### src/rtl/mem_access_ctrl_pkg.sv
// Shared definitions for the MEM-stage external SRAM access controller:
// memory-op codes, stall levels and the wait-counter width.
package mem_access_ctrl_pkg;

  localparam int MEM_OP_W    = 2;
  localparam int SRAM_ADDR_W = 18;
  localparam int WAIT_CNT_W  = 4;

  typedef enum logic [MEM_OP_W-1:0] {
    MEM_OP_NOP   = 2'b00,
    MEM_OP_READ  = 2'b01,
    MEM_OP_WRITE = 2'b10,
    MEM_OP_RSVD  = 2'b11
  } mem_op_e;

  localparam logic STALL_ENABLE  = 1'b1;
  localparam logic STALL_DISABLE = 1'b0;

  // The reserved code 11 behaves as a NOP.
  function automatic logic is_mem_access(input mem_op_e op);
    return (op == MEM_OP_READ) || (op == MEM_OP_WRITE);
  endfunction

endpackage

### src/rtl/mem_wait_counter.sv
// Loadable down-counter that times SRAM access and write-strobe phases.
module mem_wait_counter
  import mem_access_ctrl_pkg::*;
(
  input  logic                  clk,
  input  logic                  rst,
  input  logic                  load_i,
  input  logic                  dec_i,
  input  logic [WAIT_CNT_W-1:0] load_val_i,
  output logic                  zero_o
);

  logic [WAIT_CNT_W-1:0] count_q, count_d;

  always_comb begin
    // NOTE: default first so every path assigns count_d and no latch is inferred.
    count_d = count_q;
    if (load_i) begin
      count_d = load_val_i;
    end else if (dec_i && (count_q != '0)) begin
      count_d = count_q - WAIT_CNT_W'(1);
    end
  end

  // NOTE: non-blocking assignments here so every flop samples pre-edge values.
  always_ff @(posedge clk or posedge rst) begin
    if (rst) begin
      count_q <= '0;
    end else begin
      count_q <= count_d;
    end
  end

  assign zero_o = (count_q == '0);

endmodule

### src/rtl/mem_access_ctrl.sv
// MEM-stage controller: runs multi-cycle reads/writes on an asynchronous SRAM,
// stalls the pipeline while busy and returns registered load data.
module mem_access_ctrl
  import mem_access_ctrl_pkg::*;
#(
  parameter int DATA_W      = 16,
  parameter int ADDR_W      = SRAM_ADDR_W,
  parameter int WAIT_CYCLES = 1
) (
  input  logic                clk,
  input  logic                rst,
  input  logic [MEM_OP_W-1:0] mem_op,
  input  logic [15:0]         mem_addr,
  input  logic [DATA_W-1:0]   RAM_data,
  output logic [DATA_W-1:0]   read_data,
  output logic                mem_stall,
  output logic [ADDR_W-1:0]   sram_addr,
  output logic [DATA_W-1:0]   sram_dq_o,
  output logic                sram_dq_oe,
  input  logic [DATA_W-1:0]   sram_dq_i,
  output logic                sram_ce_n,
  output logic                sram_oe_n,
  output logic                sram_we_n
);

  typedef enum logic [2:0] {
    ST_IDLE,
    ST_RD_ACCESS,
    ST_WR_SETUP,
    ST_WR_PULSE,
    ST_WR_HOLD,
    ST_DONE
  } state_e;

  localparam logic [WAIT_CNT_W-1:0] WAIT_LOAD = WAIT_CNT_W'(WAIT_CYCLES - 1);

  state_e              state_q, state_d;
  logic [ADDR_W-1:0]   addr_q, addr_d;
  logic [DATA_W-1:0]   wdata_q, wdata_d;
  logic [DATA_W-1:0]   rdata_q, rdata_d;
  logic                ce_n_q, ce_n_d;
  logic                oe_n_q, oe_n_d;
  logic                we_n_q, we_n_d;
  logic                dq_oe_q, dq_oe_d;
  logic                busy;
  logic                cnt_load, cnt_dec, cnt_zero;
  mem_op_e             op;

  assign op = mem_op_e'(mem_op);

  mem_wait_counter u_wait_cnt (
    .clk       (clk),
    .rst       (rst),
    .load_i    (cnt_load),
    .dec_i     (cnt_dec),
    .load_val_i(WAIT_LOAD),
    .zero_o    (cnt_zero)
  );

  always_comb begin
    state_d  = state_q;
    addr_d   = addr_q;
    wdata_d  = wdata_q;
    rdata_d  = rdata_q;
    cnt_load = 1'b0;
    cnt_dec  = 1'b0;
    busy     = STALL_DISABLE;

    unique case (state_q)
      ST_IDLE: begin
        busy = is_mem_access(op) ? STALL_ENABLE : STALL_DISABLE;
        if (op == MEM_OP_READ) begin
          addr_d   = ADDR_W'(mem_addr);
          cnt_load = 1'b1;
          state_d  = ST_RD_ACCESS;
        end else if (op == MEM_OP_WRITE) begin
          addr_d  = ADDR_W'(mem_addr);
          wdata_d = RAM_data;
          state_d = ST_WR_SETUP;
        end
      end
      ST_RD_ACCESS: begin
        busy = STALL_ENABLE;
        if (cnt_zero) begin
          rdata_d = sram_dq_i;
          state_d = ST_DONE;
        end else begin
          cnt_dec = 1'b1;
        end
      end
      ST_WR_SETUP: begin
        busy     = STALL_ENABLE;
        cnt_load = 1'b1;
        state_d  = ST_WR_PULSE;
      end
      ST_WR_PULSE: begin
        busy = STALL_ENABLE;
        if (cnt_zero) begin
          state_d = ST_WR_HOLD;
        end else begin
          cnt_dec = 1'b1;
        end
      end
      ST_WR_HOLD: begin
        busy    = STALL_ENABLE;
        state_d = ST_DONE;
      end
      // The pipeline advances at the end of DONE, so mem_op here still belongs
      // to the finished instruction and must not be sampled.
      ST_DONE: state_d = ST_IDLE;
      default: state_d = ST_IDLE;
    endcase

    // Strobes are registered from the next state so they are glitch-free
    // and line up exactly with the state they belong to.
    ce_n_d  = !(state_d inside {ST_RD_ACCESS, ST_WR_SETUP, ST_WR_PULSE, ST_WR_HOLD});
    oe_n_d  = (state_d != ST_RD_ACCESS);
    we_n_d  = (state_d != ST_WR_PULSE);
    dq_oe_d = (state_d inside {ST_WR_SETUP, ST_WR_PULSE, ST_WR_HOLD});
  end

  always_ff @(posedge clk or posedge rst) begin
    if (rst) begin
      state_q <= ST_IDLE;
      addr_q  <= '0;
      wdata_q <= '0;
      rdata_q <= '0;
      ce_n_q  <= 1'b1;
      oe_n_q  <= 1'b1;
      we_n_q  <= 1'b1;
      dq_oe_q <= 1'b0;
    end else begin
      state_q <= state_d;
      addr_q  <= addr_d;
      wdata_q <= wdata_d;
      rdata_q <= rdata_d;
      ce_n_q  <= ce_n_d;
      oe_n_q  <= oe_n_d;
      we_n_q  <= we_n_d;
      dq_oe_q <= dq_oe_d;
    end
  end

  // Held low during reset so a frozen pipeline is released immediately.
  assign mem_stall  = busy & ~rst;
  assign read_data  = rdata_q;
  assign sram_addr  = addr_q;
  assign sram_dq_o  = wdata_q;
  assign sram_dq_oe = dq_oe_q;
  assign sram_ce_n  = ce_n_q;
  assign sram_oe_n  = oe_n_q;
  assign sram_we_n  = we_n_q;

endmodule

### config.mk
export PLATFORM = sky130hd
export DESIGN_NAME = mem_access_ctrl
export DESIGN_NICKNAME = d
export VERILOG_FILES = /design/src/rtl/mem_access_ctrl_pkg.sv /design/src/rtl/mem_wait_counter.sv /design/src/rtl/mem_access_ctrl.sv
export SDC_FILE = /design/constraint.sdc
export NUM_CORES = 1
export LEC_CHECK = 0
export CAP_MARGIN = 5
export CORE_MARGIN = 2
export CORE_UTILIZATION = 43
export CTS_BUF_LIST = sky130_fd_sc_hd__clkbuf_8
export DETAILED_ROUTE_END_ITERATION = 10
export PLACE_DENSITY = 0.93
export SETUP_SLACK_MARGIN = 0.05
export SLEW_MARGIN = 20
export SYNTH_ARGS = -nofsm -noshare
export SYNTH_HDL_FRONTEND = slang
export SYNTH_SLANG_ARGS = --single-unit
### constraint.sdc
create_clock -name clk -period 3.19 [get_ports clk]
set_clock_uncertainty 0.2 [all_clocks]
set_input_delay 0.638 -clock clk [delete_from_list [all_inputs] [get_ports clk]]
set_output_delay 0.638 -clock clk [all_outputs]
set_load 0.005 [all_outputs]
==> flow_summary.yaml <==
sta:
  fin_crit_period_ns: 2.97
  setup-tns-final_ns: 0
  timing.final.hold_violations: 0
  slew_headroom_pct: 42.4
  rsz0062_at_grt: "no"
  worst_hold_slack_ns: 0.304
  timing_max_transition_violations_final: 0
  finalSetupViolations: 0
  min_period_over_period_pct: 93.1
  worst_pin_slew_ns: 0.865
  max_clock_freq_ghz: 0.337
detailed_routing:
  firstDrtPassIters: 4
  final_antenna_net_count: 0
  drc_errors: 0
  finalWirelength_um: 5660
  viasPerCell: 4.87
  average_wire_length_per_cell_after_detail_routing_um: 15.9
  route.vias.total: 1732
  drtIter0Drc: 72
global_routing:
  first_global_vias: 1831
  antenna_found_initial: 0
  grt_max_degree: 60
  grt_overflow: 0
  grt_use_total_pct: 18.5
  global_route_wire_length_before_repair_um: 8790
finish:
  stdcell_count: 356
  n_fill_cell: 410
  final_nets: 335
  finish.instance_area_mm2: 0.00378
  layout_common_cells: "clkdlybuf4s50_1 (103), dfrtp_1 (56), mux2_2 (39)"
  number_of_diodes_added_for_antenna_fixing: 0
  mostFrequentLayoutCell: "clkdlybuf4s50_1"
  drive_above_1_share_pct: 26.1
  syn2layout_area_growth_pct: 52.8
clocking:
  worst_skew_pair.late_latency_ns: 0.33
  cts_buffers: 9
  clk_root_buffer_cell: "clkbuf_8"
  path_clk_slew_ns: 0.06
  cts.htree.levels: 3
  cts_tree: "yes"
  clkSinkCount: 59
  cts_max_path_buffers: 2
synth:
  synth_top_flop_cell: "dfrtp_1"
  postSynthRegisterBits: 59
  synth.top_cells.by_area: "dfrtp_1 (57%), mux2_2 (18%), mux2_4 (6.1%)"
  mapped_cells: 168
  synth_top_cell_by_area: "dfrtp_1"
  post_synth_num_cell_types: 35
  syn-cell-area_mm2: 0.00247
  synth-edff-count: 0
  postSynthAreaPerCell_um2: 14.7
  ys_seq_area_share_pct: 59.8
  asyncSetResetFlopFracSynth_pct: 100
  warning_count_from_the_yosys_run: 0
  synth.top_cell.area_share_pct: 56.7
setup_path:
  worst_setup_path_end_kind: "output port"
  cp_max_fo: 2
  critical_path.reg2reg.startpoint: "u_wait_cnt.count_q[0]"
  crit_arrival_ns: 2.13
  kind_of_critical_path: "in2out"
  cell_by_cell_listing_of_the_critical_path: "clkdlybuf4s50_1 -> inv_1 -> ha_1 -> nor4b_1 -> nor3_1 -> dlygate4sd2_1"
  timing.critical_path.slowest_stage_cell: "clkdlybuf4s50_1"
  worstSetupStartpointType: "input pin"
  critPathLaunch: "mem_op[0]"
  worst-endpoint-required_ns: 2.35
  cp_slowest_stage_delay_ns: 0.48
floorplanning:
  die_height_um: 79.8
  design.portCount: 107
  placementRows: 27
  core_area_mm2: 0.00554
  start_util_pct: 44.6
  floorplan.die.width_um: 79.8
  die-area_mm2: 0.00638
placed_design:
  placement.io_buffers: 104
  detailed_place_hpwl_um: 4130
  place.detailed.instances: 340
  gpl.final_weighted_congestion: 0.740
  dpl-instance-area_mm2: 0.00358
pwr:
  totalPowerFinal_mw: 3.62
  share_clk_of_total_power_pct: 18.6
  pwr-share-comb_pct: 43.3
  power-per-cell-area_mw_per_mm2: 958
  p_sw_share_pct: 27.8
  static-leakage-power_nw: 1.65
  switching_power_mw: 1.01
  vdd.ir_drop.worst_mv: 0.561
  p_int_mw: 2.61
  power.sequential.fraction_pct: 38.1
min_path:
  min-delay-path-class: "reg2reg"
  hold_path.startpoint: "sram_addr[6]"
status:
  result_of_the_run: "completed"
flow_run:
  maxCapViolations: 0
[power groups by stage]
stage	clock network (mW)	logic [mW]	registers [mW]
6_report	0.673	1.57	1.38
2_1_floorplan	0	0.733	1.36
3_5_place_dp	0	1.58	1.40
3_3_place_gp	0	1.52	1.36
5_1_grt	0.723	1.68	1.43
4_1_cts	0.685	1.59	1.38
[synthesized netlist by cell type, types with 3 or more instances]
cell       n
nor2_1     6
nand2_1    4
inv_1      5
mux2_4    10
ha_1       4
nor3_1     4
dfrtp_1   56
clkbuf_1   4
dfstp_2    3
mux2_2    39
[flip-flops by register name, indices dropped and copies added (netlist names)]
name and flops:
state_q 3, u_wait_cnt.count_q 4, sram_ce_n 1, sram_dq_o 16
sram_dq_oe 1, sram_addr 16, sram_oe_n 1, sram_we_n 1
read_data 16
[stage by stage]
step	utilization [%]	setup WS, ns
2_1_floorplan	-	0.810
3_5_place_dp	64.7	0.0412
3_3_place_gp	64.7	0.0313
5_1_grt	68.2	0.106
4_1_cts	68.2	0.218
6_report	68.2	0.220
[timing repair]
item | 4_1_cts | 5_1_grt
setup endpoints to repair | 1 | 0
buffers inserted | 0 | 0
hold buffers | 0 | 0
gates resized for setup | 1 | 0
[final cells by class]
class | count | area, µm² | area share (%)
tap | 72 | 90.1 | 2.38
clock buffer | 11 | 151 | 4.01
timing repair buffer | 109 | 1080 | 28.5
clock inverter | 5 | 46.3 | 1.22
inverter | 5 | 18.8 | 0.497
multi-input combinational | 95 | 916 | 24.2
sequential | 59 | 1480 | 39.2
[worst max-delay path, delay by kind of cell]
family | cells | cell delay [ns]
fa+ha+maj | 1 | 0.28
buf+inv | 3 | 0.81
simple gates | 2 | 0.40
[cells by family (layout without fill, tap and decap cells)]
family,after synthesis,in the layout,synth area share [%]
DFF,59,59,59.8
and+or+nand+nor,29,29,7.44
AOI/OAI and AO/OA,10,10,2.68
buffers and inverters,15,130,3.64
adders and majority gates,4,4,2.02
muxes,50,50,24.2
other,1,2,0.152
[layer usage]
metal | wire, µm | part of all wire, % | vias up | track usage, %
met4 | 129 | 2.3 | 0 | 9.32
met1 | 2190 | 39 | 854 | 20.4
met5 | 0 | 0 | - | 0
li1 | - | - | 806 | -
met2 | 3000 | 53 | 60 | 32.5
met3 | 342 | 6.0 | 12 | 5.32
[path summary, 6_finish.rpt]
path | end | cells past startpoint | slack, ns
max reg2reg | read_data[2] | 5 | 0.64
max | mem_stall | 6 | 0.22
min in group asynchronous | sram_addr[5] | 3 | 0.69
min | sram_addr[6] | 1 | 0.30
max in group asynchronous | sram_addr[4] | 3 | 1.62
min reg2reg | sram_addr[6] | 1 | 0.30
Power figures use the tool's default switching activity.
